## src/rtl/fp32_pkg.sv

```systemverilog
// Shared definitions for the fp32_max_min subsystem: field widths, comparator
// op codes, the sequencer state encoding and a NaN test.
package fp32_pkg;

  localparam int FP32_K = 32;
  localparam int FP32_E = 8;
  localparam int FP32_M = 23;

  localparam int OP_W = 3;
  localparam logic [OP_W-1:0] OP_GTE = 3'd0;
  localparam logic [OP_W-1:0] OP_GT  = 3'd1;
  localparam logic [OP_W-1:0] OP_EQ  = 3'd2;
  localparam logic [OP_W-1:0] OP_LT  = 3'd3;
  localparam logic [OP_W-1:0] OP_LTE = 3'd4;

  typedef enum logic [2:0] {
    IDLE,
    LOAD,
    ISSUE,
    WAIT1,
    WAIT2,
    DONE
  } seq_state_t;

  function automatic logic is_nan(input logic [FP32_K-1:0] x);
    return (x[FP32_K-2 -: FP32_E] == '1) && (x[FP32_M-1:0] != '0);
  endfunction

endpackage

```

## src/rtl/FP32_cmp.sv

```systemverilog
// Two-cycle registered FP32 comparator. Ordering is total over non-NaN values
// with -0 ranked below +0; any NaN operand forces o_res=0 and raises o_nan_err.
module FP32_cmp
  import fp32_pkg::*;
(
  input  logic              clk,
  input  logic              rstn,
  input  logic              i_valid,
  input  logic [OP_W-1:0]   i_op,
  input  logic [FP32_K-1:0] i_a,
  input  logic [FP32_K-1:0] i_b,
  output logic              o_res_valid,
  output logic              o_res,
  output logic              o_nan_err
);

  logic [FP32_K-1:0] key_a;
  logic [FP32_K-1:0] key_b;
  logic              s1_valid;
  logic              s1_gt;
  logic              s1_eq;
  logic              s1_nan;
  logic [OP_W-1:0]   s1_op;
  logic              s1_res;

  // Map sign-magnitude onto an unsigned key so a plain compare orders floats.
  assign key_a = i_a[FP32_K-1] ? ~i_a : (i_a | {1'b1, {(FP32_K-1){1'b0}}});
  assign key_b = i_b[FP32_K-1] ? ~i_b : (i_b | {1'b1, {(FP32_K-1){1'b0}}});

  always_ff @(posedge clk or negedge rstn) begin
    if (!rstn) begin
      s1_valid <= 1'b0;
      s1_gt    <= 1'b0;
      s1_eq    <= 1'b0;
      s1_nan   <= 1'b0;
      s1_op    <= '0;
    end else begin
      s1_valid <= i_valid;
      if (i_valid) begin
        s1_gt  <= key_a > key_b;
        s1_eq  <= key_a == key_b;
        s1_nan <= is_nan(i_a) || is_nan(i_b);
        s1_op  <= i_op;
      end
    end
  end

  always_comb begin
    s1_res = 1'b0;
    case (s1_op)
      OP_GTE:  s1_res = s1_gt | s1_eq;
      OP_GT:   s1_res = s1_gt;
      OP_EQ:   s1_res = s1_eq;
      OP_LT:   s1_res = !s1_gt && !s1_eq;
      OP_LTE:  s1_res = !s1_gt;
      default: s1_res = 1'b0;
    endcase
  end

  always_ff @(posedge clk or negedge rstn) begin
    if (!rstn) begin
      o_res_valid <= 1'b0;
      o_res       <= 1'b0;
      o_nan_err   <= 1'b0;
    end else begin
      o_res_valid <= s1_valid;
      o_res       <= s1_valid && !s1_nan && s1_res;
      o_nan_err   <= s1_valid && s1_nan;
    end
  end

endmodule

```

## src/rtl/fp32_maxmin_seq.sv

```systemverilog
// Streams a vector of FP32 elements through one shared comparator and returns
// the max or min value with its index; one compare in flight at a time.
module fp32_maxmin_seq
  import fp32_pkg::*;
#(
  parameter int LEN_W = 8
) (
  input  logic              clk,
  input  logic              rstn,
  input  logic              i_start,
  input  logic              i_mode,
  input  logic [LEN_W-1:0]  i_len,
  input  logic              i_valid,
  input  logic [FP32_K-1:0] i_data,
  output logic              o_ready,
  output logic              o_busy,
  output logic              o_done,
  output logic [FP32_K-1:0] o_result,
  output logic [LEN_W-1:0]  o_index,
  output logic              o_nan_err
);

  localparam logic [LEN_W:0] CNT_ONE = 1;
  localparam logic [LEN_W-1:0] LEN_ONE = 1;

  seq_state_t        state;
  seq_state_t        next_state;
  logic              mode;
  logic [LEN_W-1:0]  len;
  logic [LEN_W:0]    cnt;
  logic [LEN_W:0]    cnt_next;
  logic [FP32_K-1:0] best;
  logic [FP32_K-1:0] cand;
  logic [LEN_W-1:0]  idx;
  logic              nan_flag;
  logic              cmp_valid;
  logic              cmp_res_valid;
  logic              cmp_res;
  logic              cmp_nan;

  assign cnt_next = cnt + CNT_ONE;

  always_ff @(posedge clk or negedge rstn) begin
    if (!rstn) state <= IDLE;
    else       state <= next_state;
  end

  always_comb begin
    next_state = state;
    case (state)
      IDLE:    if (i_start) next_state = (i_len == '0) ? DONE : LOAD;
      LOAD:    if (i_valid) next_state = (len == LEN_ONE) ? DONE : ISSUE;
      ISSUE:   if (i_valid) next_state = WAIT1;
      WAIT1:   next_state = WAIT2;
      WAIT2:   next_state = (cnt_next == {1'b0, len}) ? DONE : ISSUE;
      DONE:    next_state = IDLE;
      default: next_state = IDLE;
    endcase
  end

  always_comb begin
    o_ready   = (state == LOAD) || (state == ISSUE);
    o_busy    = (state != IDLE);
    o_done    = (state == DONE);
    cmp_valid = (state == ISSUE) && i_valid;
  end

  // Result registers are cleared on an accepted start so a zero-length run reports zeros.
  always_ff @(posedge clk or negedge rstn) begin
    if (!rstn) begin
      mode     <= 1'b0;
      len      <= '0;
      cnt      <= '0;
      best     <= '0;
      cand     <= '0;
      idx      <= '0;
      nan_flag <= 1'b0;
    end else begin
      case (state)
        IDLE: if (i_start) begin
          mode     <= i_mode;
          len      <= i_len;
          cnt      <= '0;
          best     <= '0;
          idx      <= '0;
          nan_flag <= 1'b0;
        end
        LOAD: if (i_valid) begin
          best     <= i_data;
          idx      <= '0;
          cnt      <= CNT_ONE;
          nan_flag <= is_nan(i_data);
        end
        ISSUE: if (i_valid) cand <= i_data;
        WAIT2: begin
          if (cmp_res_valid) begin
            if (cmp_nan) begin
              nan_flag <= 1'b1;
            end else if (cmp_res) begin
              best <= cand;
              idx  <= cnt[LEN_W-1:0];
            end
          end
          cnt <= cnt_next;
        end
        default: ;
      endcase
    end
  end

  assign o_result  = best;
  assign o_index   = idx;
  assign o_nan_err = nan_flag;

  // Strict compare against the running best keeps the earliest index on ties.
  FP32_cmp u_cmp (
    .clk        (clk),
    .rstn       (rstn),
    .i_valid    (cmp_valid),
    .i_op       (mode ? OP_LT : OP_GT),
    .i_a        (i_data),
    .i_b        (best),
    .o_res_valid(cmp_res_valid),
    .o_res      (cmp_res),
    .o_nan_err  (cmp_nan)
  );

  a_res_valid_in_wait2: assert property (@(posedge clk) disable iff (!rstn)
    (state == WAIT2) |-> cmp_res_valid);

endmodule

```

## config.mk

```make
export PLATFORM = sky130hd
export DESIGN_NAME = fp32_maxmin_seq
export DESIGN_NICKNAME = d
export VERILOG_FILES = /design/src/rtl/fp32_pkg.sv /design/src/rtl/FP32_cmp.sv /design/src/rtl/fp32_maxmin_seq.sv
export SDC_FILE = /design/constraint.sdc
export NUM_CORES = 1
export LEC_CHECK = 0
export CAP_MARGIN = 20
export CORE_UTILIZATION = 55
export CTS_CLUSTER_SIZE = 16
export DETAILED_ROUTE_END_ITERATION = 10
export GPL_TIMING_DRIVEN = 0
export PLACE_DENSITY = 0.91
export SETUP_SLACK_MARGIN = 0.5
export SLEW_MARGIN = 15
export SYNTH_ARGS = -nofsm -noshare
export SYNTH_HDL_FRONTEND = slang
export SYNTH_HIERARCHICAL = 1
export SYNTH_SLANG_ARGS = --single-unit
```

## constraint.sdc

```tcl
create_clock -name clk -period 2.7 [get_ports clk]
set_input_delay 0.54 -clock clk [delete_from_list [all_inputs] [get_ports clk]]
set_output_delay 0.54 -clock clk [all_outputs]
set_load 0.01 [all_outputs]
```

; ---- Word-level counts from Yosys, hierarchy flattened
; Cells that the tools add are included.
[totals]
reg_bits = 104
elab_cells = 98
output_inout_bits = 44
[op_classes]
n_lt_le_gt_ge = 1
eq_ne = 21
n_reduce_logical = 25
bitwise_logic = 3
n_addsub = 1
muxes = 31
[op_table]
columns = cell, n
row1 = two-way mux 32 bit, 7
row2 = case mux 32 bit (3 select lines), 1
row3 = NOT 32 bit, 2
row4 = nonzero test 23 bit, 2
row5 = two-way mux 8 bit, 5
row6 = equality test 32 bit, 1
row7 = > comparator 32 bit, 1
row8 = case mux 9 bit (3 select lines), 1
row9 = case mux 8 bit (3 select lines), 1
row10 = two-way mux 3 bit, 6
row11 = two-way mux 9 bit, 2
row12 = "equality test 8 bit, second input constant", 2
row13 = case mux 3 bit (5 select lines), 1
row14 = "equality test 3 x 2 -> 1 bit, second input constant", 4
row15 = "adder 9 x 1 -> 9 bit, second input constant", 1
row16 = "equality test 3 bit, second input constant", 3
row17 = equality test 9 x 8 -> 1 bit, 1
row18 = "equality test 8 x 1 -> 1 bit, second input constant", 1
row19 = zero test 8 bit, 1
row20 = "inequality test 2 bit, second input constant", 4
row21 = logical AND 1 bit, 7
row22 = "equality test 3 x 1 -> 1 bit, second input constant", 2
row23 = zero test 3 bit, 2
row24 = "inequality test 2 x 1 -> 1 bit, second input constant", 3
row25 = 12 further kinds, 21

; ---- Logic depth before layout (Yosys ltp)
; Gate-level depths: netlist of run 1.
[depth]
depth_word = 4
mapped_depth = 10
mapped_depth_nobuf = 7

; ---- Hierarchy
; Netlist of run 1, hierarchy kept.
[by_module_without_submodules]
columns = mod, n_inst, cells_per_inst, area_per_inst_um2
row1 = fp32_maxmin_seq, 1, 386, 4292.9
row2 = FP32_cmp, 1, 204, 1803.0

; ---- Worst setup path after synthesis of run 1
; OpenSTA, ideal clock, no wires.
[synth_path]
path_type = input to register
from = input port i_data[31]
to = register u_cmp.s1_gt
n_path_buf = 2
arrival_ps = 2136
path_stages = 9
setup_time_ps = 131
setup_slack_ps = 433
t_required_ps = 2569
cell_sequence = clkbuf_1 > buf_2 > xor2_1 > ha_1 > a21oi_1 > nand2_1 > a21o_1 > o41ai_1 > a21oi_1
[synth_via]
elab_chain_cells = 3
[synth_rtl]
columns = item, line_no
row1 = "start, declared", fp32_maxmin_seq.sv:14  ; input logic [FP32_K-1:0] i_data,
row2 = NOT 32 bit, FP32_cmp.sv:27  ; assign key_a = i_a[FP32_K-1] ? ~i_a : (i_a | {1'b1, {(FP32_K-1){1'b0}}});
row3 = two-way mux 32 bit (*), FP32_cmp.sv:27
row4 = > comparator 32 bit (*), FP32_cmp.sv:40  ; s1_gt <= key_a > key_b;
row5 = "end signal, assigned", FP32_cmp.sv:40
row6 = "end, declared", FP32_cmp.sv:20  ; logic s1_gt;
; Mark *: on every way between the ends. The rest lies on a longest branch, timed or not.
; A chain may end at the register's enable or synchronous reset.

; ---- Worst setup path after layout of run 1
[layout_path]
from = input port i_data[11]
to = register u_cmp.s1_gt
; Same word-level chain as after synthesis.

==> results of run 1 <==
[registers in the layout (all words and copies together) (netlist names), 3 cells and up]
register     flops
o_index          8
len              8
state            3
o_result        32
cand            32
cnt              9
u_cmp/s1_op      3
[per-layer routing]
metal,up-vias,part of all wire [%]
met3,75,8.9
met1,2701,39
met4,0,3.7
li1,2387,-
met5,-,0
met2,376,48
[synthesized netlist by cell type (2+ instances only)]
library cell	number	area [um2]
o22ai_1	2	12.5
inv_1	6	22.5
o41ai_1	3	26.3
o21ai_0	45	225
dfrtp_1	104	2600
and2_1	3	18.8
nor2b_1	4	25.0
ha_1	33	413
nor4_1	20	125
xor2_1	34	298
a2111oi_2	2	30.0
xnor2_1	39	342
nand4_1	15	93.8
nor2_1	18	67.6
a22o_1	10	87.6
a21oi_1	17	85.1
a22oi_1	32	240
buf_6	2	22.5
nor3_1	9	45.0
conb_1	2	7.51
mux2_2	43	484
buf_2	21	105
buf_4	4	30.0
clkbuf_1	9	33.8
nand2b_1	2	12.5
nand3_1	11	55.1
nand2_1	53	199
a21o_1	6	45.0
nand4_2	2	25.0
o21ai_1	6	30.0
o21a_1	2	15.0
a31oi_1	4	25.0
and3b_1	2	17.5
[repair_timing]
action,CTS,global route
setup buffers,4,11
endpoints found under the setup margin,9,20
resized for setup,26,43
pin swaps,4,15
cloned,0,1
[layout make-up]
type | count | area, um2
tap | 140 | 175
fill | 725 | 3100
clock inverter | 4 | 73.8
buffer | 37 | 298
inverter | 6 | 22.5
sequential | 104 | 2600
clock buffer | 12 | 165
multi-input combinational | 443 | 3340
timing repair buffer | 105 | 1070
[cell families after synthesis]
| family | count (synthesis) |
|---|---|
| XOR/XNOR | 74 |
| adder cells (fa/ha/maj) | 33 |
| other | 2 |
| multiplexers | 43 |
| AO/OA/AOI/OAI | 141 |
| AND/OR/NAND/NOR | 150 |
| buffers and inverters | 43 |
| flip-flops | 104 |
[worst max path at each step]
stage,end,slack [ns],depth (start not counted)
finish,u_cmp/s1_gt,0.35,8
global route,u_cmp/s1_gt,0.30,10
CTS,u_cmp/s1_gt,0.43,8
detailed placement,u_cmp/s1_gt,-0.39,9
global placement,len[4],-2.53,1
floorplan,u_cmp/s1_gt,0.54,9
[metrics by stage]
step	util, %	hold WS [ns]	setup slack, ns
finish	71.4	0.00610	0.353
global placement	66.1	0.385	-2.53
CTS	69.5	0.00573	0.432
floorplan	-	0.244	0.538
global route	71.4	0.0204	0.298
detailed placement	66.4	0.382	-0.391
[worst max-delay path, delay by kind of cell]
kind / cells / cell delay (ns)
AO/OA/AOI/OAI: 3 / 0.72
adder cells (fa/ha/maj): 1 / 0.29
buffers and inverters: 1 / 0.58
XOR/XNOR: 1 / 0.22
AND/OR/NAND/NOR: 2 / 0.24
[power by group through the flow]
| stage | registers (mW) | logic (mW) | clock network [mW] |
|---|---|---|---|
| finish | 2.77 | 4.78 | 1.14 |
| global route | 2.85 | 5.13 | 1.21 |
| CTS | 2.72 | 4.30 | 1.15 |
| detailed placement | 2.77 | 4.17 | 0 |
| global placement | 2.73 | 3.96 | 0 |
| floorplan | 2.71 | 2.78 | 0 |
==> out/qor.csv, run 1 <==
stage;metric;value;unit
critical_path;r2r_slack;0.37;ns
power;p_leak;3.29;nW
power;vdd_drop_max;0.538;mV
floorplan;core;0.0108;mm2
layout;final_cells;851;
timing;setup_tns;0;ns
yosys;synth-main-ff-cell;dfrtp_1;
clock_network;numCtsBuffers;9;
clock_network;root_buffer;clkbuf_8;
grt;grt_pass1_wl;26300;um
route;via_count;5539;
power;power_density;1120;mW/mm2
route;postRouteAntennaNets;0;
floorplan;rows;38;
floorplan;die_h;107;um
grt;grt_max_degree;80;
route;wl;17400;um
route;avgViaCountPerCell;6.51;
critical_path;path_max_fanout;5;
clock_network;cts_buffer_depth;2;
grt;top_usage_layer;met2;
yosys;synth_edf_count;0;
placed_design;placed_cell_area;0.00720;mm2
grt;met3_usage;5.93;%
yosys;synthAdderAreaFrac;6.77;%
layout;fin_area;0.00774;mm2
yosys;synth_xor_area_share;10.8;%
floorplan;die_x;107;um
yosys;synth_top_family_by_area;compound AO/OA/AOI/OAI gates;
critical_path;arrival;2.60;ns
layout;fin_nets;784;
yosys;ys_seq_area_share;42.7;%
timing;fin_crit;2.35;ns
timing;drv_slew;0;
grt;grt_pass1_vias;5371;
power;pwr-share-comb;55.0;%
critical_path;reg2reg_depth;9;
yosys;ys_types;58;
layout;drive_gt1_share;18.7;%
floorplan;start_util;56.2;%
route;wl_per_cell;20.5;um
power;p_int;5.11;mW
floorplan;dieArea;0.0115;mm2
placed_design;hpwl;11400;um
critical_path;path_class;in2reg;
critical_path;max_stage_delay;0.58;ns
layout;layout_commonest_cell;dfrtp_1;
grt;gr-total-overflow;0;
route;drc;0;
placed_design;io_buffers;88;
clock_network;hold_buffers;0;
floorplan;ios;89;
critical_path;critPathLaunch;i_data[11];
route;drt_iter0_markers;506;
critical_path;worstPathCellList;clkdlybuf4s50_1, xor2_1, ha_1, nand4_1, nor3_2, a21boi_2, o41ai_2, a21oi_1;
flow_run;cap_viol_max_count;0;
timing;min_period_over_period;86.9;%
timing;rsz0062_at_grt;yes;
power;power.clock.fraction;13.2;%
clock_network;htree_levels;3;
yosys;synth_nets;668;
layout;synthToLayoutAreaGrowth;27.1;%
placed_design;routabilityCongestion;0.903;
placed_design;place_inst;819;
yosys;async_reset_ff_share;100;%
timing;slew_headroom;66.1;%
route;dr.pass1.iters;7;
yosys;synth_compound_area_share;15.2;%
layout;layout_common_cells;dfrtp_1 (103), clkdlybuf4s50_1 (70), nand2_1 (53);
critical_path;slowest_stage;clkdlybuf4s50_1;
clock_network;clock_sinks;104;
timing;worst-slew-pin-transition;0.507;ns
grt;grt_use_total;29.6;%
clock_network;clk_pin_slew;0.10;ns
run_status;status;completed;
timing;hold_viol;0;
power;fin_total_pwr;8.70;mW
layout;antenna_cells;0;
critical_path;rr_endpoint;u_cmp/s1_gt;
yosys;synth.mux.area_fraction;7.94;%
timing;fmax;426;MHz
critical_path;endpoint_kind;flip-flop;
power;switchingPower;3.58;mW
timing;finClkSkew;0.00752;ns
critical_path;worstSetupStartpointType;primary input;
critical_path;worstPathRequired;2.95;ns
clock_network;clock_latency;0.38;ns
yosys;yosys_warnings;6;
grt;grt_use_met1;38.1;%
yosys;synthesis.area;0.00610;mm2
clock_network;cts_tree;done;
grt;antenna_found_initial;0;
critical_path;r2r-start;o_result[31];
power;sequentialPowerShare;31.9;%
grt;use_met2;49.2;%
yosys;syn_inst;590;
yosys;syn_area_per_cell;10.3;um2
timing;setup_viol;0;
min_path;hold_path_class;in2async;
yosys;synth_seq_cells;104;
yosys;synth-simple-area-share;12.9;%
power;p_sw_share;41.2;%
Note: power is estimated with default switching activity, not from simulation.
==> inputs of run 2 (changes only) <==
--- a/config.mk
+++ b/config.mk
@@ -12,7 +12,7 @@
 export GPL_TIMING_DRIVEN = 0
 export PLACE_DENSITY = 0.91
 export SETUP_SLACK_MARGIN = 0.5
-export SLEW_MARGIN = 15
+export SLEW_MARGIN = 0
 export SYNTH_ARGS = -nofsm -noshare
 export SYNTH_HDL_FRONTEND = slang
 export SYNTH_HIERARCHICAL = 1
==> run 2 against run 1 <==
  * Combinational power about the same
  * Sequential share of layout area grew 0.37 points
  * Critical path type is now reg2reg
  * Non-clock buffer count is 5 lower
  * Sequential power about the same
  * Routed wire length about the same
  * Clock skew rose by 0.0016 ns
  * Critical path depth grew 1
  * Final cell count shrank 0.59%
  * Register-to-register slack about the same
  * Clock power down 16%
==> out/qor.csv, run 2 (synthesis gave the netlist of run 1 again) <==
stage;metric;value;unit;change
critical_path;crit_cells;9;;was 8
power;vdd_drop_max;0.596;mV;was 0.538 mV
critical_path;path_buf_inv;3;;was 1
timing;setup_viol;0;;unchanged
critical_path;reg2reg_depth;9;;unchanged
critical_path;r2r-start;o_result[31];;unchanged
route;wl_per_cell;20.6;um;was 20.5 um
clock_network;clock_sinks;104;;unchanged
route;postRouteAntennaNets;0;;unchanged
critical_path;crit_end;u_cmp/s1_gt;;unchanged
power;power_density;1110;mW/mm2;was 1120 mW/mm2
floorplan;start_util;56.2;%;unchanged
route;avgViaCountPerCell;6.46;;was 6.51
timing;drv_slew;0;;unchanged
timing;fin_ws;0.378;ns;was 0.353 ns
clock_network;hold_buffers;0;;unchanged
route;drc;0;;unchanged
critical_path;path_class;reg2reg;;was in2reg
route;wl;17400;um;about the same
power;p_leak;3.23;nW;was 3.29 nW
placed_design;dp_slack;-0.397;ns;was -0.391 ns
layout;synthToLayoutAreaGrowth;25.7;%;was 27.1%
critical_path;worstSetupStartpointType;flip-flop;;was primary input
grt;met3_usage;6.72;%;was 5.93%
critical_path;rr_endpoint;u_cmp/s1_gt;;unchanged
timing;rsz0062_at_grt;yes;;unchanged
timing;setup_tns;0;ns;unchanged
floorplan;die_x;107;um;unchanged
timing;fin_crit;2.32;ns;was 2.35 ns
critical_path;arrival;2.64;ns;was 2.60 ns
grt;grt_max_degree;77;;was 80
timing;slew_headroom;65.0;%;was 66.1%
critical_path;crit_family;simple AND/OR/NAND/NOR gates;;was compound AO/OA/AOI/OAI gates
critical_path;worstPathRequired;3.01;ns;was 2.95 ns
grt;use_met2;47.6;%;was 49.2%
grt;antenna_found_initial;0;;unchanged
critical_path;max_stage_delay;0.40;ns;was 0.58 ns
layout;drive_gt1_share;18.0;%;was 18.7%
critical_path;critPathLaunch;o_result[31];;was i_data[11]
layout;layout_common_cells;dfrtp_1 (103), clkdlybuf4s50_1 (69), nand2_1 (53);;was dfrtp_1 (103), clkdlybuf4s50_1 (70), nand2_1 (53)
run_status;status;completed;;unchanged
grt;grt_use_total;28.6;%;was 29.6%
clock_network;root_buffer;clkbuf_8;;unchanged
clock_network;cts_buffer_depth;2;;unchanged
timing;worst-slew-pin-transition;0.525;ns;was 0.507 ns
floorplan;ios;89;;unchanged
route;dr.pass1.iters;7;;unchanged
floorplan;core;0.0108;mm2;unchanged
critical_path;endpoint_kind;flip-flop;;unchanged
critical_path;slowest_stage;dfrtp_1;;was clkdlybuf4s50_1
critical_path;path_max_fanout;10;;was 5
placed_design;io_buffers;88;;unchanged
grt;gr-total-overflow;0;;unchanged
floorplan;rows;38;;unchanged
critical_path;r2r_slack;0.38;ns;was 0.37 ns
timing;min_period_over_period;86.0;%;was 86.9%
timing;hold_viol;0;;unchanged
flow_run;cap_viol_max_count;0;;unchanged
clock_network;clk_pin_slew;0.10;ns;about the same
placed_design;hpwl;11300;um;was 11400 um
timing;finClkSkew;0.00909;ns;was 0.00752 ns
grt;grt_pass1_vias;5202;;was 5371
min_path;hold_path_class;in2async;;unchanged
layout;layout_commonest_cell;dfrtp_1;;unchanged
grt;grt_pass1_wl;25300;um;was 26300 um
floorplan;dieArea;0.0115;mm2;unchanged
clock_network;numCtsBuffers;9;;unchanged
clock_network;clock_latency;0.38;ns;about the same
floorplan;die_h;107;um;unchanged
clock_network;cts_tree;done;;unchanged
critical_path;worstPathCellList;buf_6, buf_12, xnor2_1, ha_1, nand4_2, nor4_4, buf_4, o41ai_4, a21oi_1;;was clkdlybuf4s50_1, xor2_1, ha_1, nand4_1, nor3_2, a21boi_2, o41ai_2, a21oi_1
timing;fmax;431;MHz;was 426 MHz
layout;antenna_cells;0;;unchanged
route;via_count;5467;;was 5539
placed_design;routabilityCongestion;0.903;;unchanged
grt;grt_use_met1;35.5;%;was 38.1%
clock_network;htree_levels;3;;unchanged
grt;top_usage_layer;met2;;unchanged
layout;fin_nets;779;;was 784
route;drt_iter0_markers;459;;was 506
-- run 2: cell count changes in the layout (fill, tap and decap cells not counted), moves of 2 or more --
cell and change:
buf_4 -4, clkbuf_1 +2, bufinv_16 -2, clkbuf_2 -2, dlymetal6s2s_1 +2, clkbuf_8 -2
-- run 2: through the flow --
stage	hold slack (ns)	std cells	area [um2]	power (mW)	util (%)
after floorplan	0.244	590	6110	5.49	-
after global placement	0.385	818	7170	6.69	66.1
after detailed placement	0.388	819	7190	6.94	66.4
after CTS	0.0766	838	7470	7.97	68.9
after global routing	0.0884	846	7660	9.01	70.7
final	0.0710	846	7660	8.53	70.7
-- run 2: timing repair --
action                     in CTS  in global routing
setup endpoints to repair       9                 18
gates cloned                    0                  0
pin swaps                       3                 11
gates resized for setup        23                 43
setup buffers                   3                  8
-- run 2: final cells by class --
type	count	area, um2
multi-input cells	443	3370
fillers	743	3180
flip-flops and latches	104	2600
repair buffers	100	1020
plain buffers	37	282
well taps	140	175
clock buffers	11	151
clock inverters	5	38.8
inverters	6	22.5
-- run 2: per-layer routing --
layer | wire, um | up-vias
met3 | 1400 | 85
met1 | 6850 | 2667
li1 | - | 2374
met5 | 0 | -
met2 | 8360 | 341
met4 | 817 | 0
-- run 2: worst register-to-register path: cells and delay by family, from the launching register on --
family / cells / cell delay [ns]
buffers and inverters: 3 / 0.50
AO/OA/AOI/OAI: 2 / 0.22
flip-flops: 1 / 0.40
adder cells (fa/ha/maj): 1 / 0.38
XOR/XNOR: 1 / 0.15
AND/OR/NAND/NOR: 2 / 0.61
-- run 2: worst min path at each step --
stage | startpoint | to
after global placement | u_cmp/s1_valid | u_cmp/o_res_valid
final | rstn | o_result[14]
after CTS | rstn | o_result[13]
after global routing | rstn | o_result[17]
after floorplan | rstn | cand[0]
after detailed placement | u_cmp/s1_valid | u_cmp/o_res_valid
-- run 2: power breakdown --
group	internal [mW]	switching, mW
clock	0.393	0.567
combinational	2.28	2.51
sequential	2.17	0.604
total	4.85	3.68
==> RTL edit (flow settings as in run 1) <==
The parameter `LEN_W` goes from 8 to 32.
--- a/src/rtl/fp32_maxmin_seq.sv
+++ b/src/rtl/fp32_maxmin_seq.sv
@@ -3,7 +3,7 @@
 module fp32_maxmin_seq
   import fp32_pkg::*;
 #(
-  parameter int LEN_W = 8
+  parameter int LEN_W = 32
 ) (
   input  logic              clk,
   input  logic              rstn,
Interface: changed (resized i_len and o_index); port bits go from 89 to 137. No check against the original RTL was run, so the function may have changed too.
==> RTL edit against run 1 <==
The run now ends with negative setup slack left. Worst hold slack improved by 41 ps. Design area is 74% higher. Cell count rose by 73%. Critical path depth increased by 2. Area after synthesis is 66% higher. Routed wire length is 100% higher. Setup slack worse by 720 ps. Sequential cell count up 72. Power rose by 64%.
==> RTL edit: results (changes against run 1) <==
timing:
  setup-tns-final_ps: -900.5  # was 0 ps
  holdWs_ps: 46.97  # was 6.095 ps
  worst_pin_slew_ps: 1244  # was 506.7 ps
  timing.final.ws_setup_ps: -369.0  # was 352.9 ps
  finalSetupViolations: 4  # was 0
logic_synthesis:
  synth_top_family_by_area: "simple AND/OR/NAND/NOR gates"  # was compound AO/OA/AOI/OAI gates
  synth.mux.area_fraction: 0.07402  # was 0.07943
  ys_types: 66  # was 58
  syn-num-nets: 1128  # was 668
  synth_compound_area_frac: 0.1546  # was 0.1521
  syn_area_per_cell_um2: 9.885  # was 10.33 um^2
  ys_top_cells_by_count: "176 x dfrtp_1, 111 x nor2_1, 64 x mux2_2"  # was 104 x dfrtp_1, 53 x nand2_1, 45 x o21ai_0
  yosys-top-cells-area: "dfrtp_1 43%, mux2_2 7.1%, xnor2_1 4.6%, xor2_1 4.3%, nor2_1 4.1%"  # was dfrtp_1 43%, mux2_2 7.9%, ha_1 6.8%, xnor2_1 5.6%, xor2_1 4.9%
  synth_adder_area_share: 0.04170  # was 0.06773
placement:
  placed_area_mm2: 0.01191  # was 0.007197 mm^2
  post-place-ws_ps: -798.3  # was -391.3 ps
run_status:
  outcome: "finished with violations"  # was complete, no violations
  violations: "negative setup slack"
global_routing:
  grtUsageTotal: 0.3575  # was 0.2956
  antenna_found_initial: 1  # was 0
  grt_pass1_vias: 9614  # was 5371
  grt_pass1_wl_um: 50960  # was 26300 um
  grt_max_degree: 97  # was 80
  met2_usage: 0.5905  # was 0.4917
  use_met1: 0.4324  # was 0.3813
floorplan:
  core_area_mm2: 0.01802  # was 0.01084 mm^2
final_layout:
  inv_count: 12  # was 6
  diodes: 1  # was 0
  fin_nets: 1329  # was 784
  num-fill-cells: 1111  # was 725
  seq_share: 0.3273  # was 0.3362
  clock_area_frac: 0.04663  # was 0.03086
  clkbuf_count: 24  # was 12
  final_util: 0.7473  # was 0.7145
cts:
  clock-sinks: 176  # was 104
  clock_latency_ps: 440  # was 380 ps
  cts_root_buf: "clkbuf_16"  # was clkbuf_8
  cts_buffers: 17  # was 9
setup_path:
  rr_startpoint: "cnt[0]"  # was o_result[31]
  critPathTopFamily: "simple AND/OR/NAND/NOR gates"  # was compound AO/OA/AOI/OAI gates
  r2r-end: "state[1]"  # was u_cmp/s1_gt
  reg2reg_depth: 10  # was 9
pwr:
  ir_drop_uv: 847.0  # was 537.8 uV
  pg_clk_mw: 2.63  # was 1.14 mW
  p_seq_mw: 4.51  # was 2.77 mW
  internal_power_mw: 8.364  # was 5.114 mW
  p_leak_nw: 5.730  # was 3.287 nW
route:
  drtIter0Drc: 1440  # was 506
  dr_wl_met2_um: 16430  # was 8411 um
  met3WireLength_um: 3987  # was 1553 um
  vias: 10130  # was 5539
  wl_per_cell_um: 24.24  # was 20.49 um
[RTL edit: changes by cell type after synthesis, moves of 11 or more]
| cell | delta |
|---|---|
| o31ai_1 | +15 |
| xor2_1 | +16 |
| nand4_1 | +15 |
| a21oi_1 | +11 |
| nor4_1 | +17 |
| dfrtp_1 | +72 |
| a221oi_1 | +33 |
| nand3_1 | +13 |
| a22o_1 | +26 |
| clkbuf_1 | +44 |
| a22oi_1 | -32 |
| nor2_1 | +93 |
| mux2_2 | +21 |
| xnor2_1 | +14 |
[RTL edit: worst max path at each step]
stage | start | to | slack (ps) | cells after the start
floorplan | cnt[13] | state[2] | -160 | 9
global placement | rstn | cnt[16] | -6450 | 1
detailed placement | cnt[20] | state[2] | -800 | 9
CTS | cnt[8] | state[2] | -290 | 9
global route | cnt[11] | state[1] | -430 | 9
finish | cnt[0] | state[1] | -370 | 10
